[src/rtl/alu_muldiv.sv]
// Multi-cycle execute-stage ALU: single-cycle RV32I register ops plus iterative
// unsigned multiply and signed/unsigned divide/remainder behind valid/ready handshakes.
module alu_muldiv #(
    parameter int WIDTH = 32,
    parameter int SHW   = $clog2(WIDTH)
) (
    input  logic             clk,
    input  logic             rst_n,
    input  logic             flush,
    input  logic             in_valid,
    output logic             in_ready,
    input  logic [3:0]       op,
    input  logic [WIDTH-1:0] operand_a,
    input  logic [WIDTH-1:0] operand_b,
    output logic             out_valid,
    input  logic             out_ready,
    output logic [WIDTH-1:0] result,
    output logic             zero_flag,
    output logic             busy
);

    typedef enum logic [1:0] {
        S_IDLE,
        S_BUSY,
        S_DONE
    } state_e;

    typedef enum logic [3:0] {
        OP_ADD   = 4'd0,
        OP_SUB   = 4'd1,
        OP_AND   = 4'd2,
        OP_OR    = 4'd3,
        OP_XOR   = 4'd4,
        OP_SLT   = 4'd5,
        OP_SLTU  = 4'd6,
        OP_SLL   = 4'd7,
        OP_SRL   = 4'd8,
        OP_SRA   = 4'd9,
        OP_MUL   = 4'd10,
        OP_MULHU = 4'd11,
        OP_DIVU  = 4'd12,
        OP_REMU  = 4'd13,
        OP_DIV   = 4'd14,
        OP_REM   = 4'd15
    } op_e;

    localparam logic [SHW:0] CNT_ONE  = (SHW+1)'(1);
    localparam logic [SHW:0] CNT_FULL = (SHW+1)'(WIDTH);

    state_e             state;
    op_e                op_q;
    logic [SHW:0]       count;
    logic [2*WIDTH-1:0] acc;
    logic [WIDTH-1:0]   opnd_q;
    logic               neg_q;
    logic               neg_r;

    op_e                op_in;
    logic [SHW-1:0]     shamt;
    logic [WIDTH-1:0]   alu_res;
    logic               is_mul_in;
    logic               is_sdiv_in;
    logic               a_neg;
    logic               b_neg;
    logic [WIDTH-1:0]   a_mag;
    logic [WIDTH-1:0]   b_mag;

    logic [WIDTH:0]     mul_sum;
    logic [2*WIDTH-1:0] mul_next;
    logic [WIDTH:0]     div_sh;
    logic               div_ge;
    logic [WIDTH-1:0]   div_diff;
    logic [2*WIDTH-1:0] div_next;
    logic [2*WIDTH-1:0] iter_next;
    logic [WIDTH-1:0]   fin_res;

    assign op_in     = op_e'(op);
    assign shamt     = operand_b[SHW-1:0];
    assign in_ready  = (state == S_IDLE) && !flush;
    assign out_valid = (state == S_DONE);
    assign busy      = (state == S_BUSY);

    always_comb begin
        alu_res = '0;
        case (op_in)
            OP_ADD:  alu_res = operand_a + operand_b;
            OP_SUB:  alu_res = operand_a - operand_b;
            OP_AND:  alu_res = operand_a & operand_b;
            OP_OR:   alu_res = operand_a | operand_b;
            OP_XOR:  alu_res = operand_a ^ operand_b;
            OP_SLT:  alu_res = {{(WIDTH-1){1'b0}}, $signed(operand_a) < $signed(operand_b)};
            OP_SLTU: alu_res = {{(WIDTH-1){1'b0}}, operand_a < operand_b};
            OP_SLL:  alu_res = operand_a << shamt;
            OP_SRL:  alu_res = operand_a >> shamt;
            OP_SRA:  alu_res = WIDTH'($signed(operand_a) >>> shamt);
            default: alu_res = '0;
        endcase
    end

    // Signed divide runs on magnitudes; signs are restored in the last iteration.
    always_comb begin
        is_mul_in  = (op_in == OP_MUL) || (op_in == OP_MULHU);
        is_sdiv_in = (op_in == OP_DIV) || (op_in == OP_REM);
        a_neg      = is_sdiv_in && operand_a[WIDTH-1];
        b_neg      = is_sdiv_in && operand_b[WIDTH-1];
        a_mag      = a_neg ? ('0 - operand_a) : operand_a;
        b_mag      = b_neg ? ('0 - operand_b) : operand_b;
    end

    // acc holds {partial product, multiplier} for MUL and {remainder, dividend/quotient} for DIV.
    always_comb begin
        mul_sum  = {1'b0, acc[2*WIDTH-1:WIDTH]} + (acc[0] ? {1'b0, opnd_q} : '0);
        mul_next = {mul_sum, acc[WIDTH-1:1]};

        div_sh   = {acc[2*WIDTH-1:WIDTH], acc[WIDTH-1]};
        div_ge   = div_sh >= {1'b0, opnd_q};
        div_diff = div_sh[WIDTH-1:0] - opnd_q;
        div_next = {(div_ge ? div_diff : div_sh[WIDTH-1:0]), acc[WIDTH-2:0], div_ge};

        iter_next = ((op_q == OP_MUL) || (op_q == OP_MULHU)) ? mul_next : div_next;
    end

    always_comb begin
        fin_res = '0;
        case (op_q)
            OP_MUL:         fin_res = mul_next[WIDTH-1:0];
            OP_MULHU:       fin_res = mul_next[2*WIDTH-1:WIDTH];
            OP_DIVU, OP_DIV: fin_res = neg_q ? ('0 - div_next[WIDTH-1:0]) : div_next[WIDTH-1:0];
            OP_REMU, OP_REM: fin_res = neg_r ? ('0 - div_next[2*WIDTH-1:WIDTH])
                                             : div_next[2*WIDTH-1:WIDTH];
            default:        fin_res = '0;
        endcase
    end

    always_ff @(posedge clk or negedge rst_n) begin
        if (!rst_n) begin
            state     <= S_IDLE;
            op_q      <= OP_ADD;
            count     <= '0;
            acc       <= '0;
            opnd_q    <= '0;
            neg_q     <= 1'b0;
            neg_r     <= 1'b0;
            result    <= '0;
            zero_flag <= 1'b1;
        end else if (flush) begin
            state <= S_IDLE;
        end else begin
            case (state)
                S_IDLE: begin
                    if (in_valid) begin
                        op_q <= op_in;
                        if (op <= 4'd9) begin
                            result    <= alu_res;
                            zero_flag <= (alu_res == '0);
                            state     <= S_DONE;
                        end else begin
                            count <= CNT_FULL;
                            state <= S_BUSY;
                            if (is_mul_in) begin
                                opnd_q <= operand_a;
                                acc    <= {{WIDTH{1'b0}}, operand_b};
                                neg_q  <= 1'b0;
                                neg_r  <= 1'b0;
                            end else begin
                                // Divide by zero keeps an all-ones quotient regardless of signs.
                                opnd_q <= b_mag;
                                acc    <= {{WIDTH{1'b0}}, a_mag};
                                neg_q  <= (a_neg ^ b_neg) && (operand_b != '0);
                                neg_r  <= a_neg;
                            end
                        end
                    end
                end
                S_BUSY: begin
                    acc   <= iter_next;
                    count <= count - CNT_ONE;
                    if (count == CNT_ONE) begin
                        result    <= fin_res;
                        zero_flag <= (fin_res == '0);
                        state     <= S_DONE;
                    end
                end
                S_DONE: begin
                    if (out_ready) begin
                        state <= S_IDLE;
                    end
                end
                default: state <= S_IDLE;
            endcase
        end
    end

endmodule

[config.mk]
export PLATFORM = sky130hd
export DESIGN_NAME = alu_muldiv
export DESIGN_NICKNAME = d
export VERILOG_FILES = /design/src/rtl/alu_muldiv.sv
export SDC_FILE = /design/constraint.sdc
export NUM_CORES = 1
export LEC_CHECK = 0
export BUFFER_PORTS_ARGS = -buffer_cell sky130_fd_sc_hd__buf_2
export CAP_MARGIN = 20
export CORE_MARGIN = 5
export CORE_UTILIZATION = 30
export DETAILED_ROUTE_END_ITERATION = 16
export GPL_ROUTABILITY_DRIVEN = 0
export PLACE_DENSITY_LB_ADDON = 0.15
export SLEW_MARGIN = 0
export SYNTH_ARGS = -nofsm -noshare
export SYNTH_HDL_FRONTEND = slang
export SYNTH_SLANG_ARGS = --single-unit
[constraint.sdc]
create_clock -name clk -period 10.32 [get_ports clk]
set_input_delay 2.064 -clock clk [delete_from_list [all_inputs] [get_ports clk]]
set_output_delay 2.064 -clock clk [all_outputs]
set_load 0.01 [all_outputs]
==> results.yml, run 1 <==
logic_synthesis:
  ys.flop_type: "dfrtp_1"
  synth-edff-count: 0
  syn_nets: 3837
  synth_seq_cells: 143
  syn_area_per_cell_um2: 7.10
  synth.largest_area_cell: "dfrtp_1"
  synthCells: 3593
  synth_area_leaders: "dfrtp_1 (14%), ha_1 (8.2%), nand2_1 (6.5%)"
  yosys_warnings: 0
  synthesis.area_um2: 25500
  yosysSeqAreaShare_pct: 14.0
  synthTopCellsByCount: "nand2_1 (444), nor2_1 (332), o21ai_0 (332)"
  async_flop_share_pct: 100
  synth_top_cell_area_share_pct: 13.9
  ys_types: 112
  yosysMostFrequentCell: "nand2_1"
worst_setup_path:
  start_kind: "register"
  worstPathCellList: "ha_1 > a21oi_2 > o21ai_2 > a22oi_1 > a31o_1 > nand2_8 > inv_4 > mux2i_1 > ha_1 > inv_1 > or4_4 > or4b_4 > o2bb2ai_1 > nor2_1 > xnor2_1 > a21oi_1 > nor4b_1 > nand4_1 > nor4_1 > a211o_1"
  critical-path-top-delay-family: "simple AND/OR/NAND/NOR gates"
  worstPathBufferInverterCount: 2
  crit-reg2reg-launch: "acc[37]"
  critPathKind: "reg2reg"
  cp_max_fo: 46
  cpPeakStageDelay_ps: 860
  rr_endpoint: "zero_flag"
  endpoint_kind: "register"
  crit_path_top_delay_cell: "nor4_1"
  reg2reg_depth: 20
  ff2ff_setup_slack_ps: 2670
  crit_path_frequent_cell: "ha_1"
  cp_data_arrival_time_ps: 8060
  worstPathRequired_ps: 10730
cts:
  htreeDepth: 4
  path_clk_slew_ps: 70
  cts_tree: "done"
  clock-sinks: 143
  post_cts_resized: 0
  clk_path_buf_depth: 2
  cts_root_buffer: "clkbuf_16"
  postCtsSetupBuffers: 0
  clock_latency_ps: 460
  cts_hold_buf: 0
  cts_buffers: 17
floorplan:
  die_w_um: 302
  floorplan.initialDensity_pct: 30.1
  ios: 109
  core_region_area_um2: 84700
  rows: 107
  dieArea_um2: 90900
  die_h_um: 302
placement:
  dp_hpwl_mm: 99.7
  io_buffers: 108
worst_hold_path:
  hold_start: "result[12]"
  hold_class: "reg2reg"
  hold_depth: 2
  min_to: "result[12]"
power:
  pwr-share-clk_pct: 11.2
  vdd_drop_max_v: 0.000112
  p_int_w: 0.00234
  power_switching_w: 0.00319
  cellPowerDensity_nw_per_um2: 202
  combPwrFrac_pct: 70.7
  leakagePower_nw: 11.0
  power_frac_seq_pct: 18.1
  swShare_pct: 57.7
timing:
  slew_headroom_pct: 11.3
  fin_crit_sh_pct: 74.1
  fin_skew_ps: 14.6
  hold_viol: 0
  rsz0062_at_grt: "no"
  finalSetupTns_ps: 0
  fmax_mhz: 131
  min_period_ps: 7650
  setup_violations: 0
  worstMarginPinSlew_ps: 1320
  drv_slew: 0
layout:
  nNetsFinal: 3724
  drive_above_1_share_pct: 10.3
  utilization_pct: 32.2
  area_growth_pct: 7.16
grt:
  grt_first_pass_wirelength_mm: 188
  antenna_found_initial: 3
  gr-usage-all-layers_pct: 27.4
  grt.overflow.total: 0
  grt_max_degree: 66
  grt_pass1_vias: 26993
run:
  drv_cap: 0
detailed_routing:
  vias_per_cell: 6.24
  drt_iter0_markers: 3517
  via_count: 28951
  wire_per_inst_um: 27.9
  drtAntennaViolNets: 0
  dr.pass1.iters: 6
  remaining_drc_errors: 0
  drt-total-wl_mm: 130
run_status:
  status: "finished clean"
-- routing by layer --
layer / GRT usage [%] / vias up / wire length [µm] / part of all wire, %
met3: 4.34 / 245 / 10600 / 8.2
met5: 0 / - / 0 / 0
met2: 39.7 / 1481 / 53100 / 41
met4: 15.2 / 0 / 8940 / 6.9
met1: 38.6 / 14101 / 56900 / 44
li1: - / 13124 / - / -
-- how the worst max path moves through the flow --
stage / startpoint / endpoint / slack, ps / depth (start not counted)
after floorplan: operand_b[3] / result[27] / 4180 / 19
after global placement: acc[37] / zero_flag / 2830 / 20
after detailed placement: operand_b[2] / zero_flag / 2840 / 17
after CTS: acc[37] / zero_flag / 2830 / 20
after global routing: acc[37] / zero_flag / 2470 / 20
final: acc[37] / zero_flag / 2670 / 20
-- worst reg2reg max path, cell delays in order, from the launching register on --
cell and delay (ps):
dfrtp_1 490, ha_1 530, a21oi_2 420, o21ai_2 170
a22oi_1 330, a31o_1 670, nand2_8 360, inv_4 210
mux2i_1 310, ha_1 290, inv_1 100, or4_4 560
or4b_4 540, o2bb2ai_1 330, nor2_1 90, xnor2_1 160
a21oi_1 180, nor4b_1 500, nand4_1 270, nor4_1 860
a211o_1 240
-- sequential cells by signal, indices dropped and copies added (netlist names) --
signal     cells
acc           64
count          6
neg_q          1
neg_r          1
op_q           4
opnd_q        32
result        32
state          2
zero_flag      1
-- cells in the final DEF (no fill, tap or decap), types with 46 or more instances in the layout --
| master | n |
|---|---|
| nor3_1 | 85 |
| a211oi_1 | 55 |
| xnor2_1 | 106 |
| o21ai_0 | 332 |
| a21oi_1 | 253 |
| ha_1 | 167 |
| buf_2 | 106 |
| dfrtp_1 | 142 |
| mux2i_1 | 77 |
| xor2_1 | 46 |
| a21o_1 | 52 |
| buf_4 | 56 |
| nor2_1 | 328 |
| inv_1 | 147 |
| mux4_2 | 52 |
| a31oi_1 | 55 |
| o211ai_1 | 93 |
| nand2_1 | 442 |
| nand3_1 | 80 |
-- cells by family (layout without fill, tap and decap cells) --
group | after synthesis | count (layout) | synth area share (%)
and+or+nand+nor | 1261 | 1261 | 23.3
AOI/OAI and AO/OA | 1251 | 1251 | 32.5
buffers and inverters | 448 | 348 | 7.07
adders and majority gates | 171 | 171 | 8.51
muxes | 167 | 167 | 9.34
xor gates and xnor gates | 152 | 152 | 5.22
DFF | 143 | 143 | 14.0
other | 0 | 1 | 0
-- power by group through the flow --
stage | Clock [W] | Sequential [W] | Combinational, W
floorplan | 0 | 0.000883 | 0.00267
global placement | 0 | 0.00100 | 0.00381
detailed placement | 0 | 0.00101 | 0.00379
CTS | 0.000626 | 0.000995 | 0.00382
global route | 0.000652 | 0.00103 | 0.00421
finish | 0.000617 | 0.00100 | 0.00391
-- per-stage QoR --
step           instances  total power (W)  hold slack [ps]  setup WS (ps)  cell area [µm²]
2_1_floorplan       3593          0.00356              447           4180            25500
3_3_place_gp        4603          0.00481              461           2830            26700
3_5_place_dp        4605          0.00480              469           2840            26800
4_1_cts             4637          0.00544              484           2830            27300
5_1_grt             4637          0.00589              504           2470            27300
6_report            4638          0.00553              478           2670            27300
-- layout make-up --
class | instances | area [µm²]
Tap cell | 1144 | 1430
Inverter | 153 | 577
Sequential cell | 143 | 3580
Clock buffer | 23 | 468
Antenna cell | 1 | 2.50
Timing Repair Buffer | 163 | 962
Multi-Input combinational cell | 3002 | 20200
Clock inverter | 9 | 88.8
Fill cell | 9332 | 57400
No activity file was read; power rests on OpenSTA's default activity.
==> inputs of run 2 (changes only) <==
- ABC_AREA: unset -> 1
- clock period: 10.32 -> 8 ns (I/O delays scaled with it)
==> run 2 against run 1 <==
Effect of this change:
- clock power is 35% higher
- sequential share of layout area is 0.31 points higher
- power is 28% higher
- flip-flop and latch count stayed put
- die area is 3.2% lower
- critical endpoint unchanged
- largest cell class unchanged
==> results.yml, run 2 <==
power:
  power_switching_w: 0.00420
  pwr-share-clk_pct: 11.9
  combPwrFrac_pct: 69.0
  power_frac_seq_pct: 19.1
  cellPowerDensity_nw_per_um2: 264
  leakagePower_nw: 13.5
  p_int_w: 0.00285
  vdd_drop_max_v: 0.000177
  swShare_pct: 59.6
logic_synthesis:
  synth_xor_area_share_pct: 2.88
  yosys_warnings: 0
  yosysMostFrequentCell: "nand2_1"
  yosys.area_share.simple_pct: 35.3
  synth.largest_area_cell: "nand2_1"
  synth-compound-area-share_pct: 25.9
  ys.flop_type: "dfrtp_1"
  synth_seq_cells: 143
  synth-edff-count: 0
  syn_area_per_cell_um2: 5.62
  synth_area_leaders: "nand2_1 (17%), dfrtp_1 (14%), o21ai_0 (9.4%)"
  synthesis.area_um2: 24700
  synth_top_cell_area_share_pct: 17.3
  synthTopCellsByCount: "nand2_1 (1,135), inv_1 (552), nor2_1 (469)"
  ys_types: 61
  yosysSeqAreaShare_pct: 14.5
  syn_nets: 4629
  synth_top_family_by_area: "simple AND/OR/NAND/NOR gates"
  synthCells: 4385
  muxShareOfSynthArea_pct: 0.568
  yosys.area_share.adder_pct: 8.80
  async_flop_share_pct: 100
cts:
  post_cts_resized: 0
  clk_path_buf_depth: 2
  htreeDepth: 4
  path_clk_slew_ps: 70
  cts_hold_buf: 0
  cts_tree: "done"
  clock-sinks: 143
  clock_latency_ps: 460
  cts_buffers: 17
  cts_root_buffer: "clkbuf_16"
  postCtsSetupBuffers: 0
timing:
  setup_ws_ps: 2320
  fin_crit_sh_pct: 71.1
  fin_skew_ps: 12.4
  worstMarginPinSlew_ps: 1150
  min_period_ps: 5680
  setup_violations: 0
  rsz0062_at_grt: "no"
  drv_slew: 0
  finalSetupTns_ps: 0
  hold_viol: 0
  slew_headroom_pct: 22.4
  fmax_mhz: 176
floorplan:
  core_region_area_um2: 81800
  die_w_um: 297
  dieArea_um2: 88000
  ios: 109
  floorplan.initialDensity_pct: 30.1
  die_h_um: 297
  rows: 105
layout:
  nNetsFinal: 4598
  final_cell_mix: "nand2_1 (1,134), inv_1 (549), nor2_1 (464)"
  multi_input_area_um2: 18200
  largest_reg_flops: 64
  layout_commonest_cell: "nand2_1"
  area_growth_pct: 8.25
  reg_top3: "acc x64, opnd_q x32, result x32"
  register_area_um2: 3580
  drive_above_1_share_pct: 6.48
  largest_register: "acc"
  fillers: 9526
detailed_routing:
  dr.pass1.iters: 9
  remaining_drc_errors: 0
  wire_per_inst_um: 24.3
  drt_iter0_markers: 3434
  drt-total-wl_mm: 132
  via_count: 30749
  vias_per_cell: 5.65
  drtAntennaViolNets: 0
worst_setup_path:
  reg2reg_depth: 30
  endpoint_kind: "register"
  cp_data_arrival_time_ps: 6070
  crit-reg2reg-launch: "opnd_q[22]"
  startpoint: "operand_b[3]"
  crit_path_end: "zero_flag"
  start_kind: "input pin"
  critPathKind: "in2reg"
  rr_endpoint: "zero_flag"
  worstPathRequired_ps: 8390
  ff2ff_setup_slack_ps: 2550
  cp_max_fo: 42
grt:
  antenna_found_initial: 4
  gr-usage-all-layers_pct: 28.6
  grt_max_degree: 85
  grt_pass1_vias: 29069
  grt.overflow.total: 0
  grt_first_pass_wirelength_mm: 192
placement:
  dp_worst_setup_slack_ps: 2020
  io_buffers: 108
  dp_hpwl_mm: 105
run:
  drv_cap: 0
worst_hold_path:
  hold_class: "reg2reg"
run_status:
  status: "finished clean"
## run 2: cell types whose count changed after synthesis, moves of 95 or more
cell | previous run | this run
nand2_1 | 444 | 1135
inv_1 | 147 | 552
nand3_1 | 80 | 265
nor2_1 | 332 | 469
o21ai_0 | 332 | 461
xnor2_1 | 106 | 11
## run 2: cell type report
class / count / share of cell area, %
sequential: 143 / 13.4
clock inverter: 15 / 0.633
antenna: 4 / 0.0375
tap: 1070 / 5.01
timing repair buffer: 149 / 3.20
clock buffer: 17 / 1.59
inverter: 576 / 8.10
multi-input combinational: 3467 / 68.0
## run 2: metal layers
layer	part of all wire [%]	vias to the layer above	global-route usage, %
met3	8.3	347	5.05
met4	8.5	4	19.0
met5	0.020	-	0
met1	41	14319	36.6
li1	-	14508	-
met2	42	1571	44.3
## run 2: cell families (layout without fill, tap and decap cells)
group	after synthesis	count (layout)
AND/OR/NAND/NOR	2082	2082
AO/OA/AOI/OAI	1119	1119
buffers and inverters	775	757
adder cells (fa/ha/maj)	171	171
flip-flops	143	143
XOR/XNOR	81	81
multiplexers	14	14
other	0	4
## run 2: stage by stage
stage	hold WS, ps	cells	power [W]	area (µm²)	util [%]
after floorplan	474	4385	0.00454	24700	-
after global placement	464	5404	0.00611	26100	31.9
after detailed placement	467	5404	0.00610	26100	31.9
after CTS	486	5436	0.00696	26700	32.6
after global routing	509	5438	0.00763	26700	32.6
final	483	5441	0.00705	26700	32.6
## run 2: worst max-delay path: stages
cell and delay [ps]:
buf_2 560, inv_1 80, buf_4 290, ha_1 400
inv_1 120, o21ai_0 290, a21boi_0 240, o21bai_1 380
a21oi_1 210, o21ai_0 530, nand2_1 170, nand2_1 100
nand2_1 60, nand3_1 80, nand2_1 50, nor2_1 140
nand2_1 70, nor2_1 100, nand2_1 60, nor2_1 100
nand3_1 100, nand2_1 110, clkinv_1 90, a21oi_2 130
## run 2: worst min path at each step
stage / depth (start not counted) / from / to / slack, ps
finish: 2 / result[1] / result[1] / 480
global route: 2 / result[5] / result[5] / 510
CTS: 2 / result[4] / result[4] / 490
detailed placement: 2 / result[4] / result[4] / 470
global placement: 2 / result[3] / result[3] / 460
floorplan: 2 / count[5] / count[5] / 470
## run 2: power groups by stage
| stage | logic [W] | registers, W | clock network, W |
|---|---|---|---|
| 4_1_cts | 0.00477 | 0.00134 | 0.000850 |
| 6_report | 0.00486 | 0.00135 | 0.000836 |
| 3_5_place_dp | 0.00474 | 0.00136 | 0 |
| 3_3_place_gp | 0.00475 | 0.00136 | 0 |
| 2_1_floorplan | 0.00332 | 0.00123 | 0 |
| 5_1_grt | 0.00537 | 0.00139 | 0.000876 |
